**src/rtl/hazard_pkg.sv**
```systemverilog
// Purpose: shared types and constants for the pipeline hazard sequencer.
// Latency: n/a (declarations only).
// Backpressure: n/a.
package hazard_pkg;

    // Mul/div occupancy FSM states.
    typedef enum logic {
        IDLE    = 1'b0,
        MD_BUSY = 1'b1
    } md_state_t;

    // Default register-index width (32 architectural registers).
    localparam int REG_W_DEFAULT = 5;

    // Register 0 is hard-wired to zero and never creates a dependency.
    localparam int ZERO_REG = 0;

endpackage

```
**src/rtl/md_busy_counter.sv**
```systemverilog
// Purpose: mul/div occupancy FSM; counts MD_LAT cycles after each accepted start.
// Latency: busy rises the cycle after start; done pulses on the MD_LAT-th busy cycle.
// Backpressure: start is accepted in IDLE or in the done cycle only; elsewhere it is ignored.
module md_busy_counter
    import hazard_pkg::*;
#(
    parameter int MD_LAT = 32,
    parameter int CNT_W  = 6
) (
    input  logic CLK,
    input  logic Reset,
    input  logic start,
    output logic busy,
    output logic done
);

    // MD_LAT must be >= 2 and MD_LAT-1 must fit in CNT_W bits.
    localparam logic [CNT_W-1:0] CNT_LOAD = CNT_W'(MD_LAT - 1);

    md_state_t        state;
    md_state_t        state_nxt;
    logic [CNT_W-1:0] cnt;
    logic [CNT_W-1:0] cnt_nxt;

    // State and remaining-cycle counter, cleared asynchronously by Reset.
    always_ff @(posedge CLK or negedge Reset) begin
        if (!Reset) begin
            state <= IDLE;
            cnt   <= '0;
        end else begin
            state <= state_nxt;
            cnt   <= cnt_nxt;
        end
    end

    // Next state: load on start, count down while busy, reload on a start in the done cycle.
    always_comb begin
        state_nxt = state;
        cnt_nxt   = cnt;
        done      = 1'b0;
        case (state)
            IDLE: begin
                if (start) begin
                    state_nxt = MD_BUSY;
                    cnt_nxt   = CNT_LOAD;
                end
            end
            MD_BUSY: begin
                if (cnt == '0) begin
                    done = 1'b1;
                    if (start) begin
                        cnt_nxt = CNT_LOAD;
                    end else begin
                        state_nxt = IDLE;
                    end
                end else begin
                    cnt_nxt = cnt - CNT_W'(1);
                end
            end
            default: begin
                state_nxt = IDLE;
                cnt_nxt   = '0;
            end
        endcase
    end

    // Busy is a direct decode of the state flop, so it is glitch-free.
    assign busy = (state == MD_BUSY);

endmodule

```
**src/rtl/hazard_sequencer.sv**
```systemverilog
// Purpose: stall/flush control for PC, IF/ID and ID/EX (load-use, branch-operand, mul/div hazards).
// Latency: stall/flush outputs are combinational (same cycle); MdBusy registered.
// Backpressure: stall holds PC and IF/ID and bubbles ID/EX; a redirect under stall waits for release.
// Build option: define HAZ_PERF_CNT_EN to enable the saturating StallCnt/FlushCnt counters.
module hazard_sequencer
    import hazard_pkg::*;
#(
    parameter int REG_W  = REG_W_DEFAULT,
    parameter int MD_LAT = 32,
    parameter int CNT_W  = 6
) (
    input  logic             CLK,
    input  logic             Reset,
    input  logic [REG_W-1:0] RsD,
    input  logic [REG_W-1:0] RtD,
    input  logic             BranchD,
    input  logic             RedirectD,
    input  logic             MdStartD,
    input  logic             MdUseD,
    input  logic             RegWriteE,
    input  logic             MemtoRegE,
    input  logic [REG_W-1:0] WriteRegE,
    input  logic             MemtoRegM,
    input  logic [REG_W-1:0] WriteRegM,
    output logic             StallF,
    output logic             StallD,
    output logic             FlushD,
    output logic             FlushE,
    output logic             MdBusy,
    output logic             MdDone,
    output logic [31:0]      StallCnt,
    output logic [31:0]      FlushCnt
);

    localparam logic [REG_W-1:0] ZERO_R = REG_W'(ZERO_REG);

    logic match_e_rs;
    logic match_e_rt;
    logic match_m_rs;
    logic match_m_rt;
    logic lwstall;
    logic brstall;
    logic mdstall;
    logic stall;
    logic md_start;
    logic md_busy;
    logic md_done;

    // A producer only matters if it writes a real (non-zero) register.
    assign match_e_rs = RegWriteE && (WriteRegE != ZERO_R) && (WriteRegE == RsD);
    assign match_e_rt = RegWriteE && (WriteRegE != ZERO_R) && (WriteRegE == RtD);
    assign match_m_rs = MemtoRegM && (WriteRegM != ZERO_R) && (WriteRegM == RsD);
    assign match_m_rt = MemtoRegM && (WriteRegM != ZERO_R) && (WriteRegM == RtD);

    // Load in EX feeding ID: data not available until after MEM.
    assign lwstall = MemtoRegE && (match_e_rs || match_e_rt);
    // Branch compares in ID, so any EX result or MEM load it reads is too late.
    assign brstall = BranchD && (match_e_rs || match_e_rt || match_m_rs || match_m_rt);
    // HI/LO consumers wait until the final busy cycle.
    assign mdstall = MdUseD && md_busy && !md_done;

    assign stall  = lwstall || brstall || mdstall;
    assign StallF = stall;
    assign StallD = stall;
    assign FlushE = stall;
    assign FlushD = RedirectD && !stall;

    // A stalled start is not issued; it is presented again next cycle.
    assign md_start = MdStartD && !stall;

    md_busy_counter #(
        .MD_LAT (MD_LAT),
        .CNT_W  (CNT_W)
    ) u_md_busy_counter (
        .CLK   (CLK),
        .Reset (Reset),
        .start (md_start),
        .busy  (md_busy),
        .done  (md_done)
    );

    assign MdBusy = md_busy;
    assign MdDone = md_done;

`ifdef HAZ_PERF_CNT_EN
    logic [31:0] stall_cnt;
    logic [31:0] flush_cnt;

    // Saturating event counters for stall and flush cycles.
    always_ff @(posedge CLK or negedge Reset) begin
        if (!Reset) begin
            stall_cnt <= '0;
            flush_cnt <= '0;
        end else begin
            if (stall && (stall_cnt != '1)) begin
                stall_cnt <= stall_cnt + 32'd1;
            end
            if (FlushD && (flush_cnt != '1)) begin
                flush_cnt <= flush_cnt + 32'd1;
            end
        end
    end

    assign StallCnt = stall_cnt;
    assign FlushCnt = flush_cnt;
`else
    assign StallCnt = '0;
    assign FlushCnt = '0;
`endif

endmodule

```
**config.mk**
```make
export PLATFORM = sky130hd
export DESIGN_NAME = hazard_sequencer
export DESIGN_NICKNAME = d
export VERILOG_FILES = /design/src/rtl/hazard_pkg.sv /design/src/rtl/md_busy_counter.sv /design/src/rtl/hazard_sequencer.sv
export SDC_FILE = /design/constraint.sdc
export NUM_CORES = 1
export LEC_CHECK = 0
export ABC_CLOCK_PERIOD_IN_PS = 5600
export BUFFER_PORTS_ARGS = -buffer_cell sky130_fd_sc_hd__buf_2
export CAP_MARGIN = 20
export CORE_MARGIN = 2
export CORE_UTILIZATION = 43
export DETAILED_ROUTE_END_ITERATION = 7
export GPL_TIMING_DRIVEN = 0
export PLACE_DENSITY = 0.86
export SYNTH_ARGS = -nofsm -noshare
export SYNTH_HDL_FRONTEND = slang
export SYNTH_SLANG_ARGS = --single-unit
```
**constraint.sdc**
```tcl
create_clock -name CLK -period 5.6 [get_ports CLK]
set_input_delay 1.12 -clock CLK [delete_from_list [all_inputs] [get_ports CLK]]
set_output_delay 1.12 -clock CLK [all_outputs]
set_load 0.01 [all_outputs]
```
=== Word level (Yosys, flattened, before mapping) ===
Index checks and enable logic that the tools add are counted.

* Input bits: 29
* Flip-flop bits (word level): 7
* Output and inout bits: 70

* Bitwise gates (word level): 1
* Add/sub/neg operators: 1
* Equal/unequal tests: 4
* Reductions and logical operators: 22
* Multiplexer cells: 8

{| class="wikitable"
|+ Operators by type and width
! operator !! number
|-
| == test 5 bit || 4
|-
| logical AND 1 bit || 12
|-
| two-way mux 6 bit || 2
|-
| one-hot mux 6 bit (2 select lines) || 1
|-
| nonzero test 5 bit || 2
|-
| zero test 6 bit || 1
|-
| subtractor 6 x 1 -> 6 bit (second input constant) || 1
|-
| logical OR 1 bit || 5
|-
| two-way mux 1 bit || 4
|-
| zero test 1 bit || 2
|-
| one-hot mux 1 bit (2 select lines) || 1
|-
| NOT 1 bit || 1
|}

=== Depth between registers and ports, before layout ===
* Depth in word-level cells: 14
* Gate-level depth with buffers: 8
* Gate-level depth less buffers: 7

=== Modules after synthesis ===
Synthesis repeated with hierarchy kept, for this count alone.

* Cells, all modules: 155
* Area total of the unflattened synthesis: 1222.4 um^2

{| class="wikitable"
|+ Modules (own cells, without submodules)
! module !! area each (um^2) !! cells each !! seq. area each (um^2) !! times used
|-
| hazard_sequencer || 790.8 || 108 || 0.0 || 1
|-
| md_busy_counter || 431.7 || 47 || 175.2 || 1
|}

=== Worst setup path after synthesis ===
Ideal clock, no wire load.

* Path kind: input to output
* Start point: input WriteRegE[0]
* End point: output StallD
* Cell stages on the path: 5
* Setup slack: 2.134 ns
* Data required time: 4.480 ns
* Arrival time: 2.346 ns
* Cell sequence: or4_4 o221ai_4 o22ai_2 a21o_2 buf_4

* Word-level cells in the longest chain between the ends: 9
* Elaborated cells on any way between the ends: 13

{| class="wikitable"
|+ Ends and longest elaborated chain
! element !! RTL line !! text
|-
| from (decl) || hazard_sequencer.sv:22 || <nowiki>input logic [REG_W-1:0] WriteRegE,</nowiki>
|-
| nonzero test 5 bit || hazard_sequencer.sv:50, hazard_sequencer.sv:51 ||
|-
| logical AND 1 bit || hazard_sequencer.sv:50, hazard_sequencer.sv:51 ||
|-
| logical AND 1 bit (on tied branches) || hazard_sequencer.sv:50, hazard_sequencer.sv:51 ||
|-
| logical OR 1 bit * || hazard_sequencer.sv:56, hazard_sequencer.sv:58 ||
|-
| logical OR 1 bit (2 in series) || hazard_sequencer.sv:58 || <nowiki>assign brstall = BranchD && (match_e_rs || match_e_rt || match_m_rs || match_m_rt);</nowiki>
|-
| logical AND 1 bit || hazard_sequencer.sv:58 ||
|-
| logical OR 1 bit * (2 in series) || hazard_sequencer.sv:62 || <nowiki>assign stall = lwstall || brstall || mdstall;</nowiki>
|-
| to (decl) || hazard_sequencer.sv:26 || <nowiki>output logic StallD,</nowiki>
|}

Every way passes the cells marked *; elsewhere a longest branch is shown, timed or not.

=== Worst setup path in the final report ===
* Start point: input WriteRegM[1]
* End point: output StallD

* Word-level cells in the longest chain between the ends: 8
* Elaborated cells on any way between the ends: 11

{| class="wikitable"
|+ Ends and longest elaborated chain
! element !! RTL line !! text
|-
| from (decl) || hazard_sequencer.sv:24 || <nowiki>input logic [REG_W-1:0] WriteRegM,</nowiki>
|-
| nonzero test 5 bit || hazard_sequencer.sv:52, hazard_sequencer.sv:53 ||
|-
| logical AND 1 bit || hazard_sequencer.sv:52, hazard_sequencer.sv:53 ||
|-
| logical AND 1 bit || hazard_sequencer.sv:52 || <nowiki>assign match_m_rs = MemtoRegM && (WriteRegM != ZERO_R) && (WriteRegM == RsD);</nowiki>
|-
| logical OR 1 bit || hazard_sequencer.sv:58 ||
|-
| logical OR 1 bit * || hazard_sequencer.sv:58 ||
|-
| logical AND 1 bit * || hazard_sequencer.sv:58 ||
|-
| logical OR 1 bit * (2 in series) || hazard_sequencer.sv:62 ||
|}

Marked as above.

==> results by stage <==
Clocking:
- In this run, CTS created clock tree buffers numbering 3.
- Clock-pin slew was measured on the worst setup and hold paths at 0.05 ns.
- The number of post-CTS setup repair buffers is 0.
- The buffer cell driving the clock tree root is sky130_fd_sc_hd__clkbuf_4.
- The clock latency reported for the late side of the worst-skew pair is 0.25 ns.
- The count of clock tree sinks is 7.
- In this run, post-CTS hold repair placed 0 buffers.
- The H-tree depth is 1.
- In this run the deepest clock path goes through 2 buffers.
- The clock tree from TritonCTS is yes.
- The post-CTS resize count is 0.

GRT:
- In the global route stage, met2 resource usage came out at 24.51%.
- The largest net degree at the start of global routing is 8.
- The global-route wire length before repair is 3.608 mm.
- For this run the aggregate overflow at the end of global routing stands at 0.
- The global routing usage on met3 is 1.563%.
- In this run the most used layer during global routing was met2.
- The number of global-route vias before repair is 900.
- The met1 usage in global routing is 15.87%.
- The initial antenna violation count was 0.
- The total routing usage reported by global routing is 13.20%.

Worst setup path:
- Setup slack on the worst reg-to-reg path comes out at between 3 and 4 ns.
- The worst setup path is launched from an input port.
- The critical path goes through buf_2, or4_1, o211ai_2, o22ai_2, a21o_2, buf_4, buf_2.
- The critical-path cell with the highest stage delay is sky130_fd_sc_hd__or4_1.
- For this run, the slowest stage of the critical path takes roughly 0.55 ns.
- The startpoint identified for the worst register-to-register timing path is u_md_busy_counter.cnt[0].
- The most numerous cell type found on the critical path is sky130_fd_sc_hd__buf_2.
- The timing startpoint of the critical path is WriteRegM[1].
- Data arrives at the worst endpoint at 2.63 ns.
- Measured in cells, the most critical reg-to-reg path has a length of 8.
- The worst endpoint required time is 4.48 ns.
- The endpoint kind of the worst setup timing path is a primary output.
- The startpoint-to-endpoint class of the critical path is in -> out.
- The largest fanout on the critical path is 3.

Yosys:
- After technology mapping, the gate count stands at 148.
- In this run, synthesis inferred 0 flip-flops with an integrated enable.
- The register bit total from synthesis is 7.
- During synthesis, Yosys emitted a total of 0 warnings.
- Of all flip-flops after synthesis, the portion carrying an async set or reset was 100.0%.
- The synthesized area is 1262 sq um.
- Among all flip-flop cells after synthesis, the most frequent one is sky130_fd_sc_hd__dfrtp_1.
- The number of unique standard cell types used by synthesis is 35.
- A synthesized cell averages 8.530 sq um.
- The sequential fraction of the synthesis area is between 10% and 20%.

Cells and area:
- The layout filler cell count is approximately 260.
- 0 antenna diodes ended up in the layout.
- The area added between synthesis and finish is 37.36%.
- The final layout contains between 200 and 300 nets.
- The share of post-route cells with drive strength above 1 is 46.18%.

Min path:
- The worst hold path passes through 2 cells.
- The class of the worst hold path is reg -> reg.
- The startpoint of the tightest hold check path is u_md_busy_counter.cnt[1].

Floorplan:
- The top-level port count is between 90 and 100.
- The effective utilization at floorplan is 45.39%.
- The height of the die is 58.19 microns.
- The floorplan core area is between 2000 and 3000 sq um.
- After floorplanning, the core was divided into 19 placement rows.
- The die outline width is 58.19 microns.
- The die area is 3385 sq um.

Routing:
- The remaining routing DRC violations is 0.
- The vias per cell is 3.757.
- The detailed-route wire length per cell is 8.107 microns.
- Summing over every cut layer, the via total after detailed routing is 1,052.
- The total length of routed wires is 2.270 mm.
- The number of iterations in the first detailed-routing pass is 3.
- The count of nets left with antenna violations after detail routing is 0.
- The first routing iteration left 4 violations.

STA:
- For this run, the top clock speed supported by timing is about 0.27 GHz.
- Setup violations remaining at the end of the flow were counted as 0.
- The summed negative setup slack over all endpoints is 0 ns.
- The worst path uses 66.99% of the clock period.
- The count of final hold-check violations is 0.
- The worst-case clock skew is 0.001665 ns.
- The clock period minus final worst setup slack is ~3.8 ns.
- Setup repair after global routing left no endpoint under its margin.
- The number of pins with negative max-slew slack in the final report came to 0.

Power and ir drop:
- Power spread over the standard cell area amounts to 190.8 nW/um^2.
- Summed over all cells, the static leakage comes to roughly 1 nW.
- Power comes to 330.8 uW.
- The maximum vdd ir drop is 0.1521 mV.

Run:
- The number of violations of the max-capacitance limit is 0.

Outcome:
- The flow ran to the end, and the final reports show no timing, DRC or antenna violations.

Place:
- The number of I/O port buffers is 34.
- The congestion estimate from routability-driven global placement came to 0.8783.
- Summed over all nets, the half-perimeter wirelength after detailed placement is 2.108 mm.
## report_power, final
| part | internal (mW) | switching, mW |
|---|---|---|
| Combinational | 0.0979 | 0.0891 |
| Clock | 0.0272 | 0.0189 |
| Sequential | 0.0720 | 0.0258 |
## stage by stage
stage	hold slack (ns)	util, %	setup slack, ns	area (sq um)	std cells
floorplan	0.4571	-	2.134	1499	211
global placement	0.4710	61.40	1.853	1708	276
detailed placement	0.4752	61.40	1.845	1708	276
CTS	0.4870	62.35	1.843	1734	280
global route	0.5187	62.35	1.777	1734	280
finish	0.4850	62.35	1.848	1734	280
## cells in the mapped netlist (all sizes together) (2+ instances only)
cell     n  area, sq um
a21oi    2        10.01
a22oi    2        15.01
buf     67        506.7
dfrtp    7        175.2
inv      6        22.52
nand2    3        11.26
nand3    2        10.01
nor2     7        28.78
nor3     5        25.02
nor4     2        12.51
o211ai   3        32.53
o221ai   3        50.05
o31ai    2        28.78
or4      2        18.77
xnor2    2        17.52
xor2    21        183.9
## sequential cells by signal (all words and copies together) (netlist names)
name	cells
u_md_busy_counter.cnt	6
u_md_busy_counter.busy	1
## cell type report
| class | count | area (sq um) | area share, % |
|---|---|---|---|
| multi-input cells | 131 | 794.5 | 45.82 |
| plain buffers | 67 | 506.7 | 29.22 |
| flip-flops and latches | 7 | 175.2 | 10.10 |
| repair buffers | 34 | 170.2 | 9.812 |
| well taps | 31 | 38.79 | 2.237 |
| clock buffers | 4 | 26.28 | 1.515 |
| inverters | 6 | 22.52 | 1.299 |
## final timing paths
check,endpoint
max,StallD
min,u_md_busy_counter.cnt[1]
max reg2reg,u_md_busy_counter.cnt[3]
min reg2reg,u_md_busy_counter.cnt[1]
max in group asynchronous,u_md_busy_counter.cnt[2]
min in group asynchronous,u_md_busy_counter.cnt[4]
## worst max-delay path, delay by kind of cell
kind	cells	cell delay, ns
AND/OR/NAND/NOR	1	0.55
AO/OA/AOI/OAI	3	0.59
buffers and inverters	3	0.38
## per-layer routing
layer / part of all wire [%] / wire [microns]
met5: 0 / 0
met3: 8.4 / 190
met1: 40 / 901
met4: 0.57 / 13
met2: 51 / 1165
## cells in the final DEF (no fill, tap or decap), types with 2 or more instances in the layout
| master | n |
|---|---|
| sky130_fd_sc_hd__a22oi_1 | 2 |
| sky130_fd_sc_hd__nor2_1 | 6 |
| sky130_fd_sc_hd__nand3_1 | 2 |
| sky130_fd_sc_hd__clkbuf_4 | 3 |
| sky130_fd_sc_hd__a21oi_1 | 2 |
| sky130_fd_sc_hd__dfrtp_1 | 7 |
| sky130_fd_sc_hd__conb_1 | 64 |
| sky130_fd_sc_hd__xnor2_1 | 2 |
| sky130_fd_sc_hd__buf_2 | 34 |
| sky130_fd_sc_hd__inv_1 | 6 |
| sky130_fd_sc_hd__nor3_1 | 5 |
| sky130_fd_sc_hd__o211ai_2 | 2 |
| sky130_fd_sc_hd__xor2_1 | 21 |
| sky130_fd_sc_hd__buf_4 | 66 |
| sky130_fd_sc_hd__nand2_1 | 3 |
| sky130_fd_sc_hd__nor4_1 | 2 |
## logic make-up (layout without fill, tap and decap cells)
group	after synthesis	after routing	synth area share, %
multiplexers	1	1	0.8919
buffers and inverters	73	111	41.92
adder cells (fa/ha/maj)	1	1	0.9909
AND/OR/NAND/NOR	23	23	9.911
other	1	64	0.2970
AO/OA/AOI/OAI	19	19	16.15
XOR/XNOR	23	23	15.96
flip-flops	7	7	13.88
Power figures use the tool's default switching activity.
